==> src/rtl/rv32_pkg.sv <==
// Shared types for the RV32I multicycle core: ALU op codes, opcodes,
// control-FSM states, datapath select encodings and small decode helpers.
package rv32_pkg;

    typedef enum logic [4:0] {
        ALU_ADD  = 5'd0,
        ALU_SUB  = 5'd1,
        ALU_SLL  = 5'd2,
        ALU_SRL  = 5'd3,
        ALU_SRA  = 5'd4,
        ALU_SLT  = 5'd5,
        ALU_SLTU = 5'd6,
        ALU_XOR  = 5'd7,
        ALU_OR   = 5'd8,
        ALU_AND  = 5'd9,
        ALU_BEQ  = 5'd10,
        ALU_BNE  = 5'd11,
        ALU_BLT  = 5'd12,
        ALU_BGE  = 5'd13,
        ALU_BLTU = 5'd14,
        ALU_BGEU = 5'd15
    } alu_op_e;

    localparam logic [6:0] OPC_LUI      = 7'b0110111;
    localparam logic [6:0] OPC_AUIPC    = 7'b0010111;
    localparam logic [6:0] OPC_JAL      = 7'b1101111;
    localparam logic [6:0] OPC_JALR     = 7'b1100111;
    localparam logic [6:0] OPC_BRANCH   = 7'b1100011;
    localparam logic [6:0] OPC_LOAD     = 7'b0000011;
    localparam logic [6:0] OPC_STORE    = 7'b0100011;
    localparam logic [6:0] OPC_OP_IMM   = 7'b0010011;
    localparam logic [6:0] OPC_OP       = 7'b0110011;
    localparam logic [6:0] OPC_MISC_MEM = 7'b0001111;
    localparam logic [6:0] OPC_SYSTEM   = 7'b1110011;

    typedef enum logic [2:0] {
        ST_FETCH     = 3'd0,
        ST_DECODE    = 3'd1,
        ST_EXECUTE   = 3'd2,
        ST_MEM       = 3'd3,
        ST_WRITEBACK = 3'd4,
        ST_TRAP      = 3'd5
    } ctrl_state_e;

    typedef enum logic [1:0] {
        SRC1_RS1  = 2'd0,
        SRC1_PC   = 2'd1,
        SRC1_ZERO = 2'd2
    } src1_sel_e;

    typedef enum logic [2:0] {
        IMM_I = 3'd0,
        IMM_S = 3'd1,
        IMM_B = 3'd2,
        IMM_U = 3'd3,
        IMM_J = 3'd4
    } imm_sel_e;

    typedef enum logic [1:0] {
        WB_ALU  = 2'd0,
        WB_LOAD = 2'd1,
        WB_PC4  = 2'd2
    } wb_sel_e;

    typedef enum logic [1:0] {
        PC_PLUS4  = 2'd0,
        PC_BRANCH = 2'd1,
        PC_JALR   = 2'd2
    } pc_sel_e;

    typedef enum logic [3:0] {
        CLS_R      = 4'd0,
        CLS_I_ALU  = 4'd1,
        CLS_LOAD   = 4'd2,
        CLS_STORE  = 4'd3,
        CLS_BRANCH = 4'd4,
        CLS_LUI    = 4'd5,
        CLS_AUIPC  = 4'd6,
        CLS_JAL    = 4'd7,
        CLS_JALR   = 4'd8,
        CLS_FENCE  = 4'd9,
        CLS_NONE   = 4'd10
    } instr_class_e;

    // Register/immediate ALU op from funct3; alt selects sub/sra.
    function automatic alu_op_e alu_op_from_f3(input logic [2:0] f3, input logic alt);
        alu_op_e op;
        case (f3)
            3'b000:  op = alt ? ALU_SUB : ALU_ADD;
            3'b001:  op = ALU_SLL;
            3'b010:  op = ALU_SLT;
            3'b011:  op = ALU_SLTU;
            3'b100:  op = ALU_XOR;
            3'b101:  op = alt ? ALU_SRA : ALU_SRL;
            3'b110:  op = ALU_OR;
            3'b111:  op = ALU_AND;
            default: op = ALU_ADD;
        endcase
        return op;
    endfunction

    function automatic alu_op_e branch_op_from_f3(input logic [2:0] f3);
        alu_op_e op;
        case (f3)
            3'b000:  op = ALU_BEQ;
            3'b001:  op = ALU_BNE;
            3'b100:  op = ALU_BLT;
            3'b101:  op = ALU_BGE;
            3'b110:  op = ALU_BLTU;
            3'b111:  op = ALU_BGEU;
            default: op = ALU_BEQ;
        endcase
        return op;
    endfunction

endpackage

==> src/rtl/rv32_instr_decoder.sv <==
// Combinational RV32I decoder: instruction word to class, ALU op,
// immediate format and an illegal-encoding flag.
module rv32_instr_decoder import rv32_pkg::*; (
    input  logic [31:0]  instr,
    output instr_class_e instr_class,
    output alu_op_e      alu_op,
    output imm_sel_e     imm_sel,
    output logic         illegal
);

    logic [6:0] opcode_s;
    logic [2:0] funct3_s;
    logic [6:0] funct7_s;
    logic       unused_fields_s;

    assign opcode_s        = instr[6:0];
    assign funct3_s        = instr[14:12];
    assign funct7_s        = instr[31:25];
    assign unused_fields_s = ^{instr[24:15], instr[11:7]};

    // Opcode classification and per-class legality of funct3/funct7
    always_comb begin
        instr_class = CLS_NONE;
        alu_op      = ALU_ADD;
        imm_sel     = IMM_I;
        illegal     = 1'b0;
        case (opcode_s)
            OPC_OP: begin
                instr_class = CLS_R;
                alu_op      = alu_op_from_f3(funct3_s, instr[30]);
                if (funct7_s == 7'h00) begin
                    illegal = 1'b0;
                end else if ((funct7_s == 7'h20) &&
                             ((funct3_s == 3'b000) || (funct3_s == 3'b101))) begin
                    illegal = 1'b0;
                end else begin
                    illegal = 1'b1;
                end
            end
            OPC_OP_IMM: begin
                instr_class = CLS_I_ALU;
                if (funct3_s == 3'b000) begin
                    alu_op = ALU_ADD;
                end else begin
                    alu_op = alu_op_from_f3(funct3_s, instr[30]);
                end
                // Only the shift-immediates constrain funct7
                if (funct3_s == 3'b001) begin
                    illegal = (funct7_s != 7'h00);
                end else if (funct3_s == 3'b101) begin
                    illegal = !((funct7_s == 7'h00) || (funct7_s == 7'h20));
                end else begin
                    illegal = 1'b0;
                end
            end
            OPC_LOAD: begin
                instr_class = CLS_LOAD;
                illegal     = (funct3_s == 3'b011) || (funct3_s == 3'b110) ||
                              (funct3_s == 3'b111);
            end
            OPC_STORE: begin
                instr_class = CLS_STORE;
                imm_sel     = IMM_S;
                illegal     = (funct3_s > 3'b010);
            end
            OPC_BRANCH: begin
                instr_class = CLS_BRANCH;
                imm_sel     = IMM_B;
                alu_op      = branch_op_from_f3(funct3_s);
                illegal     = (funct3_s == 3'b010) || (funct3_s == 3'b011);
            end
            OPC_LUI: begin
                instr_class = CLS_LUI;
                imm_sel     = IMM_U;
            end
            OPC_AUIPC: begin
                instr_class = CLS_AUIPC;
                imm_sel     = IMM_U;
            end
            OPC_JAL: begin
                instr_class = CLS_JAL;
                imm_sel     = IMM_J;
            end
            OPC_JALR: begin
                instr_class = CLS_JALR;
            end
            OPC_MISC_MEM: begin
                instr_class = CLS_FENCE;
            end
            OPC_SYSTEM: begin
                illegal = 1'b1;
            end
            default: begin
                illegal = 1'b1;
            end
        endcase
    end

endmodule

==> src/rtl/rv32_multicycle_control.sv <==
// Main control FSM of the RV32I multicycle core: sequences
// FETCH/DECODE/EXECUTE/MEM/WRITEBACK and drives the datapath selects.
module rv32_multicycle_control import rv32_pkg::*; (
    input  logic        clk_i,
    input  logic        rst_ni,
    input  logic [31:0] instr_i,
    input  logic        mem_ready_i,
    input  logic        branch_feedback_i,
    output logic [4:0]  ALU_op_o,
    output logic [1:0]  alu_src1_sel_o,
    output logic        alu_src2_sel_o,
    output logic [2:0]  imm_sel_o,
    output logic        mem_req_o,
    output logic        mem_we_o,
    output logic        mem_addr_sel_o,
    output logic [2:0]  mem_size_o,
    output logic        ir_write_o,
    output logic        reg_write_o,
    output logic [1:0]  wb_sel_o,
    output logic        pc_write_o,
    output logic [1:0]  pc_sel_o,
    output logic        retire_o,
    output logic        illegal_o,
    output logic [2:0]  state_o
);

    ctrl_state_e  state_r;
    ctrl_state_e  state_n_s;
    instr_class_e instr_class_s;
    alu_op_e      dec_alu_op_s;
    imm_sel_e     dec_imm_sel_s;
    logic         dec_illegal_s;
    logic         rd_nonzero_s;

    logic [4:0]   alu_op_s;
    logic [1:0]   src1_sel_s;
    logic         src2_sel_s;
    logic [2:0]   imm_sel_s;
    logic         mem_req_s;
    logic         mem_we_s;
    logic         mem_addr_sel_s;
    logic [2:0]   mem_size_s;
    logic         ir_write_s;
    logic         reg_write_s;
    logic [1:0]   wb_sel_s;
    logic         pc_write_s;
    logic [1:0]   pc_sel_s;
    logic         retire_s;
    logic         illegal_s;

    assign rd_nonzero_s = |instr_i[11:7];

    rv32_instr_decoder u_decoder (
        .instr       (instr_i),
        .instr_class (instr_class_s),
        .alu_op      (dec_alu_op_s),
        .imm_sel     (dec_imm_sel_s),
        .illegal     (dec_illegal_s)
    );

    // State register
    always_ff @(posedge clk_i or negedge rst_ni) begin
        if (!rst_ni) begin
            state_r <= ST_FETCH;
        end else begin
            state_r <= state_n_s;
        end
    end

    // Next-state logic; unreachable encodings fall into TRAP
    always_comb begin
        state_n_s = state_r;
        case (state_r)
            ST_FETCH: begin
                if (mem_ready_i) begin
                    state_n_s = ST_DECODE;
                end else begin
                    state_n_s = ST_FETCH;
                end
            end
            ST_DECODE: begin
                if (dec_illegal_s) begin
                    state_n_s = ST_TRAP;
                end else if (instr_class_s == CLS_JAL) begin
                    state_n_s = ST_WRITEBACK;
                end else if (instr_class_s == CLS_FENCE) begin
                    state_n_s = ST_FETCH;
                end else begin
                    state_n_s = ST_EXECUTE;
                end
            end
            ST_EXECUTE: begin
                case (instr_class_s)
                    CLS_LOAD, CLS_STORE:                            state_n_s = ST_MEM;
                    CLS_R, CLS_I_ALU, CLS_LUI, CLS_AUIPC, CLS_JALR: state_n_s = ST_WRITEBACK;
                    CLS_BRANCH:                                     state_n_s = ST_FETCH;
                    default:                                        state_n_s = ST_TRAP;
                endcase
            end
            ST_MEM: begin
                if (!mem_ready_i) begin
                    state_n_s = ST_MEM;
                end else if (instr_class_s == CLS_LOAD) begin
                    state_n_s = ST_WRITEBACK;
                end else begin
                    state_n_s = ST_FETCH;
                end
            end
            ST_WRITEBACK: state_n_s = ST_FETCH;
            ST_TRAP:      state_n_s = ST_TRAP;
            default:      state_n_s = ST_TRAP;
        endcase
    end

    // Datapath controls decoded from the current state and instruction
    always_comb begin
        alu_op_s       = 5'd0;
        src1_sel_s     = 2'd0;
        src2_sel_s     = 1'b0;
        imm_sel_s      = 3'd0;
        mem_req_s      = 1'b0;
        mem_we_s       = 1'b0;
        mem_addr_sel_s = 1'b0;
        mem_size_s     = 3'd0;
        ir_write_s     = 1'b0;
        reg_write_s    = 1'b0;
        wb_sel_s       = 2'd0;
        pc_write_s     = 1'b0;
        pc_sel_s       = 2'd0;
        retire_s       = 1'b0;
        illegal_s      = 1'b0;
        case (state_r)
            ST_FETCH: begin
                mem_req_s  = 1'b1;
                mem_size_s = 3'b010;
                ir_write_s = mem_ready_i;
            end
            ST_DECODE: begin
                imm_sel_s = dec_imm_sel_s;
                if (!dec_illegal_s && (instr_class_s == CLS_FENCE)) begin
                    pc_write_s = 1'b1;
                    pc_sel_s   = PC_PLUS4;
                    retire_s   = 1'b1;
                end else begin
                    pc_write_s = 1'b0;
                end
            end
            ST_EXECUTE: begin
                alu_op_s  = dec_alu_op_s;
                imm_sel_s = dec_imm_sel_s;
                case (instr_class_s)
                    CLS_LUI:   src1_sel_s = SRC1_ZERO;
                    CLS_AUIPC: src1_sel_s = SRC1_PC;
                    default:   src1_sel_s = SRC1_RS1;
                endcase
                src2_sel_s = !((instr_class_s == CLS_R) || (instr_class_s == CLS_BRANCH));
                if (instr_class_s == CLS_BRANCH) begin
                    pc_write_s = 1'b1;
                    pc_sel_s   = branch_feedback_i ? PC_BRANCH : PC_PLUS4;
                    retire_s   = 1'b1;
                end else begin
                    pc_write_s = 1'b0;
                end
            end
            ST_MEM: begin
                mem_req_s      = 1'b1;
                mem_addr_sel_s = 1'b1;
                mem_we_s       = (instr_class_s == CLS_STORE);
                mem_size_s     = instr_i[14:12];
                if (mem_ready_i && (instr_class_s == CLS_STORE)) begin
                    pc_write_s = 1'b1;
                    pc_sel_s   = PC_PLUS4;
                    retire_s   = 1'b1;
                end else begin
                    pc_write_s = 1'b0;
                end
            end
            ST_WRITEBACK: begin
                imm_sel_s   = dec_imm_sel_s;
                reg_write_s = rd_nonzero_s;
                pc_write_s  = 1'b1;
                retire_s    = 1'b1;
                case (instr_class_s)
                    CLS_LOAD: begin
                        wb_sel_s = WB_LOAD;
                        pc_sel_s = PC_PLUS4;
                    end
                    CLS_JAL: begin
                        wb_sel_s = WB_PC4;
                        pc_sel_s = PC_BRANCH;
                    end
                    CLS_JALR: begin
                        wb_sel_s = WB_PC4;
                        pc_sel_s = PC_JALR;
                    end
                    default: begin
                        wb_sel_s = WB_ALU;
                        pc_sel_s = PC_PLUS4;
                    end
                endcase
            end
            ST_TRAP: illegal_s = 1'b1;
            default: illegal_s = 1'b1;
        endcase
    end

    // The async reset flops only the state; outputs must also be quiet while it is held
    assign ALU_op_o       = rst_ni ? alu_op_s       : 5'd0;
    assign alu_src1_sel_o = rst_ni ? src1_sel_s     : 2'd0;
    assign alu_src2_sel_o = rst_ni ? src2_sel_s     : 1'b0;
    assign imm_sel_o      = rst_ni ? imm_sel_s      : 3'd0;
    assign mem_req_o      = rst_ni ? mem_req_s      : 1'b0;
    assign mem_we_o       = rst_ni ? mem_we_s       : 1'b0;
    assign mem_addr_sel_o = rst_ni ? mem_addr_sel_s : 1'b0;
    assign mem_size_o     = rst_ni ? mem_size_s     : 3'd0;
    assign ir_write_o     = rst_ni ? ir_write_s     : 1'b0;
    assign reg_write_o    = rst_ni ? reg_write_s    : 1'b0;
    assign wb_sel_o       = rst_ni ? wb_sel_s       : 2'd0;
    assign pc_write_o     = rst_ni ? pc_write_s     : 1'b0;
    assign pc_sel_o       = rst_ni ? pc_sel_s       : 2'd0;
    assign retire_o       = rst_ni ? retire_s       : 1'b0;
    assign illegal_o      = rst_ni ? illegal_s      : 1'b0;
    assign state_o        = rst_ni ? state_r        : 3'd0;

endmodule

==> config.mk <==
export PLATFORM = sky130hd
export DESIGN_NAME = rv32_multicycle_control
export DESIGN_NICKNAME = d
export VERILOG_FILES = /design/src/rtl/rv32_pkg.sv /design/src/rtl/rv32_instr_decoder.sv /design/src/rtl/rv32_multicycle_control.sv
export SDC_FILE = /design/constraint.sdc
export NUM_CORES = 1
export LEC_CHECK = 0
export CORE_ASPECT_RATIO = 2
export CORE_UTILIZATION = 37
export DETAILED_ROUTE_END_ITERATION = 7
export GPL_TIMING_DRIVEN = 0
export PLACE_DENSITY = 0.8
export SYNTH_ARGS = -nofsm -noshare
export SYNTH_HDL_FRONTEND = slang
export SYNTH_SLANG_ARGS = --single-unit
==> constraint.sdc <==
create_clock -name clk_i -period 3 [get_ports clk_i]
set_clock_uncertainty 0.15 [all_clocks]
set_input_delay 0.6 -clock clk_i [delete_from_list [all_inputs] [get_ports clk_i]]
set_output_delay 0.6 -clock clk_i [all_outputs]
set_load 0.02 [all_outputs]
==> results of run 1 <==
-- critical path: cells and delay by family --
family / cells / cell delay, ns
buf+inv: 6 / 0.84
simple gates: 2 / 0.27
compound gates: 3 / 0.59
-- logic make-up after synthesis --
kind of cell,share of synthesized area (%)
other cells,0.371
flops,7.43
compound gates,28.6
mux,1.98
simple gates,44.1
buf+inv,13.1
xor+xnor,4.34
-- final timing paths --
path                            start                end  slack (ns)
max in group asynchronous      rst_ni         state_r[2]        2.49
max reg2reg                state_r[1]         state_r[1]        1.34
min                            rst_ni         state_r[0]        0.04
min reg2reg                state_r[0]         state_r[0]        0.53
min in group clk_i         state_r[0]         state_r[0]        0.53
max                        instr_i[2]  alu_src1_sel_o[0]       -0.05
-- per-stage QoR --
step	setup TNS, ns	cell area, sq um	instances
finish	-0.0497	1780	264
global route	-0.184	1780	264
CTS	-0.0592	1710	257
detailed placement	-10.92	1570	246
global placement	-10.35	1570	246
floorplan	0	1020	166
-- layer usage --
layer / part of all wire, % / GRT usage, % / wire length [um] / vias up
met2: 57 / 50.0 / 2370 / 74
li1: - / - / - / 738
met3: 4.4 / 2.92 / 183 / 20
met1: 35 / 28.3 / 1460 / 733
met4: 4.1 / 16.1 / 170 / 0
met5: 0 / 0 / 0 / -
-- cells in the final DEF, fill, tap and decap left out, types with 4 or more instances in the layout --
cell,instances
a21oi_1,14
a31oi_1,4
and3_1,4
buf_2,5
buf_4,19
buf_6,7
clkbuf_1,5
clkbuf_2,4
clkbuf_8,5
clkdlybuf4s50_1,24
dlygate4sd2_1,11
inv_1,7
nand2_1,16
nand3_1,5
nor2_1,16
nor2_2,4
nor3_1,6
o21ai_0,7
o21ai_1,5
-- what timing repair did --
item / in CTS / in global routing
setup buffers: 8 / 7
setup endpoints to repair: 28 / 17
pin swaps: 7 / 8
gates resized for setup: 85 / 21
-- power groups by stage --
stage	Clock, mW	Sequential [mW]	Combinational [mW]
after global placement	0	0.0412	0.111
after floorplan	0	0.0412	0.0605
final	0.127	0.0407	0.136
after CTS	0.129	0.0407	0.123
after detailed placement	0	0.0412	0.113
after global routing	0.132	0.0407	0.145
-- cell type report --
class,instances,area [sq um],area share (%)
clock buffers,4,45.0,2.53
multi-input cells,139,883,49.6
plain buffers,15,126,7.10
flip-flops and latches,3,75.1,4.22
well taps,28,35.0,1.97
inverters,8,30.0,1.69
repair buffers,67,586,32.9
==> run summary, run 1 <==
The logs give 0.304 mW for the total power after layout and 0.200 mW for the internal portion of total power. Synthesis instantiated 47 different standard cells from the library. Power density relative to cell area: 171 nW/um^2.

The run gives 0 as the count of maximum capacitance violations. Fill cells in the final layout number 235. The proportion of layout cells with a drive suffix above 1 is 27.5%.

In the global route stage, overall resource usage came out at 27.4%. For this design the total switching power over the nets is 0.104 mW. The final number of max-transition violations was 0; the initial antenna violation count was 0. After synthesis, the share of flip-flops with an asynchronous set or reset is 100%. The standby leakage power was 0.757 nW. The gate count after technology mapping is 166.

The overall die area is 2950 sq um, and the fraction of power consumed by sequential logic is 13.4%. The worst setup path is launched from an input pin. The largest individual stage delay along the critical path comes from the cell clkdlybuf4s15_2. nor2_1 takes more of the synthesized area than any other cell.

The class of the tightest hold or removal check was in2async. The highest net fanout along the worst path is 6. The number of global-route vias before repair was 1364. More flip-flops sit in one register than any other, and that register is state_r. The repair_antennas step left the layout with diodes totalling 0. Combinational logic burns 44.7% of the power. The signal on the critical path passes through buf_2 > buf_6 > buf_4 > buf_4 > inv_1 > o21ai_0 > a21oi_1 > a21oi_1 > nor2_1 > nor3_1 > clkdlybuf4s15_2.

The share of total power dissipated in the clock network is 41.9%. Once layout is complete, the utilization of the core stands at 69.3%. The clock latency on the worst-skew pair is 0.23 ns.

The tools report the maximum number of pins on one net before global-route repair as 15. The run gives 0.0403 ns as the worst hold slack. The die is 75.9 um tall. The first detailed-routing pass ran for 4 iterations.

For the total count of hold-check failures in the final report, the log shows 0. Setup repair after global routing could not meet its margin everywhere. The logs give 0 for the residual overflow from global routing and 202 for the total nets after synthesis. The run gives 5930 um as the first-pass GRT wire length. From synthesis to final layout, the design area changed by 76.3%.

After synthesis, flip-flops and latches occupy 7.43% of the total area. The average footprint of a synthesized cell is 6.08 sq um, and the residual antenna-violating net count after detailed routing is 0. Among all flip-flop cells after synthesis, the most frequent one is dfrtp_1.

The region available for standard cell placement spans 2570 sq um. Data on the critical path is required at its endpoint by 2.25 ns. On the worst path, the slowest cell contributes a delay of 0.29 ns. After detailed routing, the total wire length is 4180 um. Buffers inserted during clock tree synthesis total 3. The commonest cells after synthesis are 22 x nor2_1, 18 x nand2_1, 14 x a21oi_1, 8 x clkbuf_1. After synthesis, the cell types taking the most area are nor2_1 8.2%, dfrtp_1 7.4%, a21oi_1 6.9%. Among all cell types in the netlist, the one instantiated most often is nor2_1.

The logs give 1010 sq um for the post-synthesis instance area and 273 for the number of nets in the layout. The clock period minus worst slack is 3.05 ns, and the final HPWL from detailed placement is 2760 um. The count of final setup violators is 1, and the via density per instance is 5.93. The worst reg-to-reg path cell count is 4. In this run the count of I/O pins placed on the die edge is 65. The clock tree root buffer cell is clkbuf_8.

Number of synthesized flops with an enable pin: 0. Summing over every cut layer, the via total after detailed routing is 1565. Effective utilization at floorplan: 39.3%. Dividing the detail-routed wire length by the instance count gives 15.8 um. The width of the die was 38.9 um; the CTS H-tree depth was 1.

The pin slew with the least headroom to its limit is 0.528 ns, and the DRC marker count from the first detailed-route iteration is 67. For this run, design rule violations remaining after detail routing come to 0. Of the total power, the share spent switching nets is 34.3%. Critical path endpoint category: an output pin. At the worst endpoint, the arrival time is 2.30 ns. Clock-pin slew was measured on the worst setup and hold paths at 0.03 ns. The clock passes through at most 2 buffers.

The tools report the relative slew slack as 64.3%. The tools report the fmax as 0.328 GHz. The run gives 0.000120 V as the maximum VDD drop. The total number of clock tree sinks is 3.

The flow ran to the end, but the final reports show violations. The flip-flop count of the largest register, all copies and words added is 3. The run gives 0.867 as the weighted congestion at the end of routability-driven global placement. TritonCTS built the clock tree. Warning count from the yosys run: 0. Timing analysis after detailed placement gives a worst setup slack of -0.929 ns.

The largest registers in the layout are state_r: 3 flops. Buffers placed on the I/O ports in this run total 52. The worst setup path is of the in2out kind. The post-cts hold buffer count came out at 0. The site row count came out at 26. The least setup slack across all paths after layout was -0.0497 ns; the synthesized flop and latch total was 3.

The final critical path takes up 102% of the cycle. The checks that failed: negative setup slack. The share of the synthesized area in the top cell type is 8.18%.
(Power assumes the default switching activity.)
==> run 2: changes to the inputs <==
Settings changed: CORE_ASPECT_RATIO 2 to unset, CORE_UTILIZATION 37 to 40, PLACE_DENSITY 0.8 to 0.85, REMOVE_ABC_BUFFERS set to 1, SKIP_LAST_GASP set to 1.
Clock period 3 ns to 3.9 ns, I/O delays scaled along.
==> run 2 against run 1 <==
  * The run now ends clean
  * Flip-flop and latch count unchanged
  * Setup slack better by 0.11 ns
  * Critical path depth fell by 3
  * Global-route usage is 2.9 points lower
  * Cell count decreased by 11%
  * Largest cell class unchanged
  * Largest power group unchanged
==> run summary, run 2 (same netlist as run 1, synthesis figures left out) <==
The flow ran to the end, and the final reports show no timing, DRC or antenna violations. The overall routing resource usage came out at 24.5%. The top register by number of flip-flops is state_r.

Clock-pin slew was measured on the worst setup and hold paths at 0.04 ns. Dividing total power by cell area gives a power density of 114 nW/um^2. At the worst endpoint, the arrival time is 2.91 ns. The number of global-route vias before repair came out at 1222.

The effective utilization at floorplan was 44.0%; the clock share of power was 35.4%. The register with the most flip-flops in the layout has 3 of them. The least setup slack across all paths after layout came out at 0.0557 ns. The logs give 20 for the maximum number of pins on one net before global-route repair and 5110 um for the first-pass GRT wire length. The clock latency on the worst-skew pair is 0.25 ns, and the die span in y is 52.2 um. Routability-driven placement finished with a final weighted congestion of 0.879. The highest net fanout along the worst path works out to 12.

The worst-case IR drop observed on VDD is 0.0000810 V. The quantity of I/O buffers inserted on ports came out at 53. The startpoint identified for the worst register-to-register timing path is state_r[1]. The floorplan has 17 rows. Tracing the worst setup path back leads to its startpoint at instr_i[1]. The worst setup path is captured at an output pin. Clock tree synthesis found a total of 3 sinks.

The root buffer cell chosen for the clock tree is clkbuf_4. Subtracting the final worst setup slack from the clock period gives 3.84 ns. The total overflow left after global routing is 0. The count of final setup violators was 0; the share of the cycle needed by the critical path after routing was 98.6%. In the layout the commonest cells are 42 x clkdlybuf4s50_1, 21 x nor2_1, 17 x nand2_1. For this design the static power due to leakage is 0.586 nW. Setup repair after global routing could not meet its margin everywhere.

For this run, design rule violations remaining after detail routing come to 0. Of the cells placed in the final design, the portion with a size suffix greater than 1 is 6.76%. In this run the top signal layer used is met4. The library cell used most frequently in the layout, excluding fill and tap cells, is clkdlybuf4s50_1. Summed over all nets, wire length on met2 after detailed routing comes to 1630 um.

The multi-input combinational cells in the finished layout cover a total of 818 sq um. Of the total power, registers draw 18.3%. The type of origin of the critical path is an input pin. The run gives 75.1 sq um as the register cell area after layout. The fill cell instance count of the final layout was 224.

The width of the die came out at 52.2 um. Internal portion of total power: 0.107 mW. Dividing the detail-routed via count by the number of cells gives 5.94. No sink is reached through more buffers than the 2 on the longest clock path. The tools report the fraction of power consumed by combinational cells as 46.3%.

0 antenna diodes ended up in the layout. Net switching is 37.4% of the power. In this run the worst hold path is classified as in2async.

The critical path is of the in2out type. In this run the remaining antenna-violating nets after routing total 0. The pin slew with the least headroom to its limit was 0.528 ns.

Across the run, the number of max-cap violations was 0. TritonCTS built the clock tree. After floorplanning, the core was sized to cover 2300 sq um.

The fmax came out at 0.260 GHz. For this run, the post-layout net count is 244. The area overhead of the layout relative to synthesis is 48.9%.

For this block, the initial DRC count from the detailed router was 56. Number of post-CTS setup repair buffers: 0. The largest registers in the layout are state_r: 3 flops. The tools report the total count of hold-check failures in the final report as 0. The first detailed-routing pass took 4 iterations.

The floorplan step defined a die boundary enclosing 2730 sq um. Across all hold checks on the routed design, the worst slack comes to 0.420 ns. The post-cts hold buffer count is 0, and the final number of max-transition violations is 0. The routed design uses 199 um of met3 wire.

The initial antenna violation count came out at 0. For the CTS H-tree depth, the log shows 1. Measured against its own limit, the worst slew margin works out to 64.8%. The total vias in the final route was 1397.

The final layout contains routed wiring with a total length of 3150 um. At the placement stage, the worst setup path has a slack of -0.615 ns. The total net switching power is 0.0639 mW. The post-route met1 wirelength came out at 1290 um.

65 I/O pins were placed. The required time reported for the critical path endpoint is 2.97 ns, and the average wire per cell in the routed design is 13.4 um. The logs give 3 for the number of buffers created by CTS and 2330 um for the final HPWL from detailed placement.
[run 2: cell count changes in the layout (fill, tap and decap cells not counted), sizes merged]
cell / change
buf: -31
clkdlybuf4s50: +18
clkbuf: -8
dlygate4sd2: -5
clkdlybuf4s15: -4
dlymetal6s2s: +1
[run 2: cell type report]
class / instances / area share (%)
multi-input combinational: 139 / 54.4
inverter: 8 / 2.00
tap: 28 / 2.33
timing repair buffer: 53 / 34.5
sequential: 3 / 4.99
clock buffer: 4 / 1.75
[run 2: per-stage QoR]
stage / total power, mW / TNS, ns / instance area, sq um / instances / utilization [%]
after CTS: 0.168 / 0 / 1490 / 235 / 65.0
after detailed placement: 0.111 / -4.08 / 1470 / 231 / 64.1
after global routing: 0.182 / -0.115 / 1500 / 235 / 65.5
after floorplan: 0.0620 / 0 / 907 / 150 / -
after global placement: 0.108 / -3.91 / 1470 / 231 / 64.1
final: 0.171 / 0 / 1500 / 235 / 65.5
[run 2: final timing paths]
| kind | to | slack, ns | cells after the start |
|---|---|---|---|
| max | pc_write_o | 0.06 | 8 |
| min | state_r[0] | 0.42 | 1 |
| max reg2reg | state_r[1] | 2.21 | 3 |
| min reg2reg | state_r[1] | 0.50 | 1 |
| max in group asynchronous | state_r[2] | 2.88 | 1 |
| min in group clk_i | state_r[1] | 0.50 | 1 |
[run 2: power by group through the flow]
stage | logic, mW | registers [mW] | clock network [mW]
6_report | 0.0790 | 0.0313 | 0.0604
3_3_place_gp | 0.0764 | 0.0317 | 0
4_1_cts | 0.0774 | 0.0313 | 0.0593
2_1_floorplan | 0.0303 | 0.0317 | 0
5_1_grt | 0.0873 | 0.0313 | 0.0636
3_5_place_dp | 0.0789 | 0.0317 | 0
[run 2: critical path: stages]
cell,delay (ns)
clkdlybuf4s50_1,0.52
nand2_2,0.17
or3_1,0.47
nor2_1,0.19
mux2i_1,0.12
o22ai_1,0.16
and2_1,0.16
dlygate4sd2_1,0.34
[run 2: timing repair]
action,CTS,global route
endpoints found under the setup margin,13,6
cloned,0,0
resized for setup,12,9
[run 2: per-layer routing]
metal	track usage [%]	up-vias
met5	0	-
met4	9.65	0
met3	4.93	4
met2	44.9	55
met1	27.3	656
li1	-	682
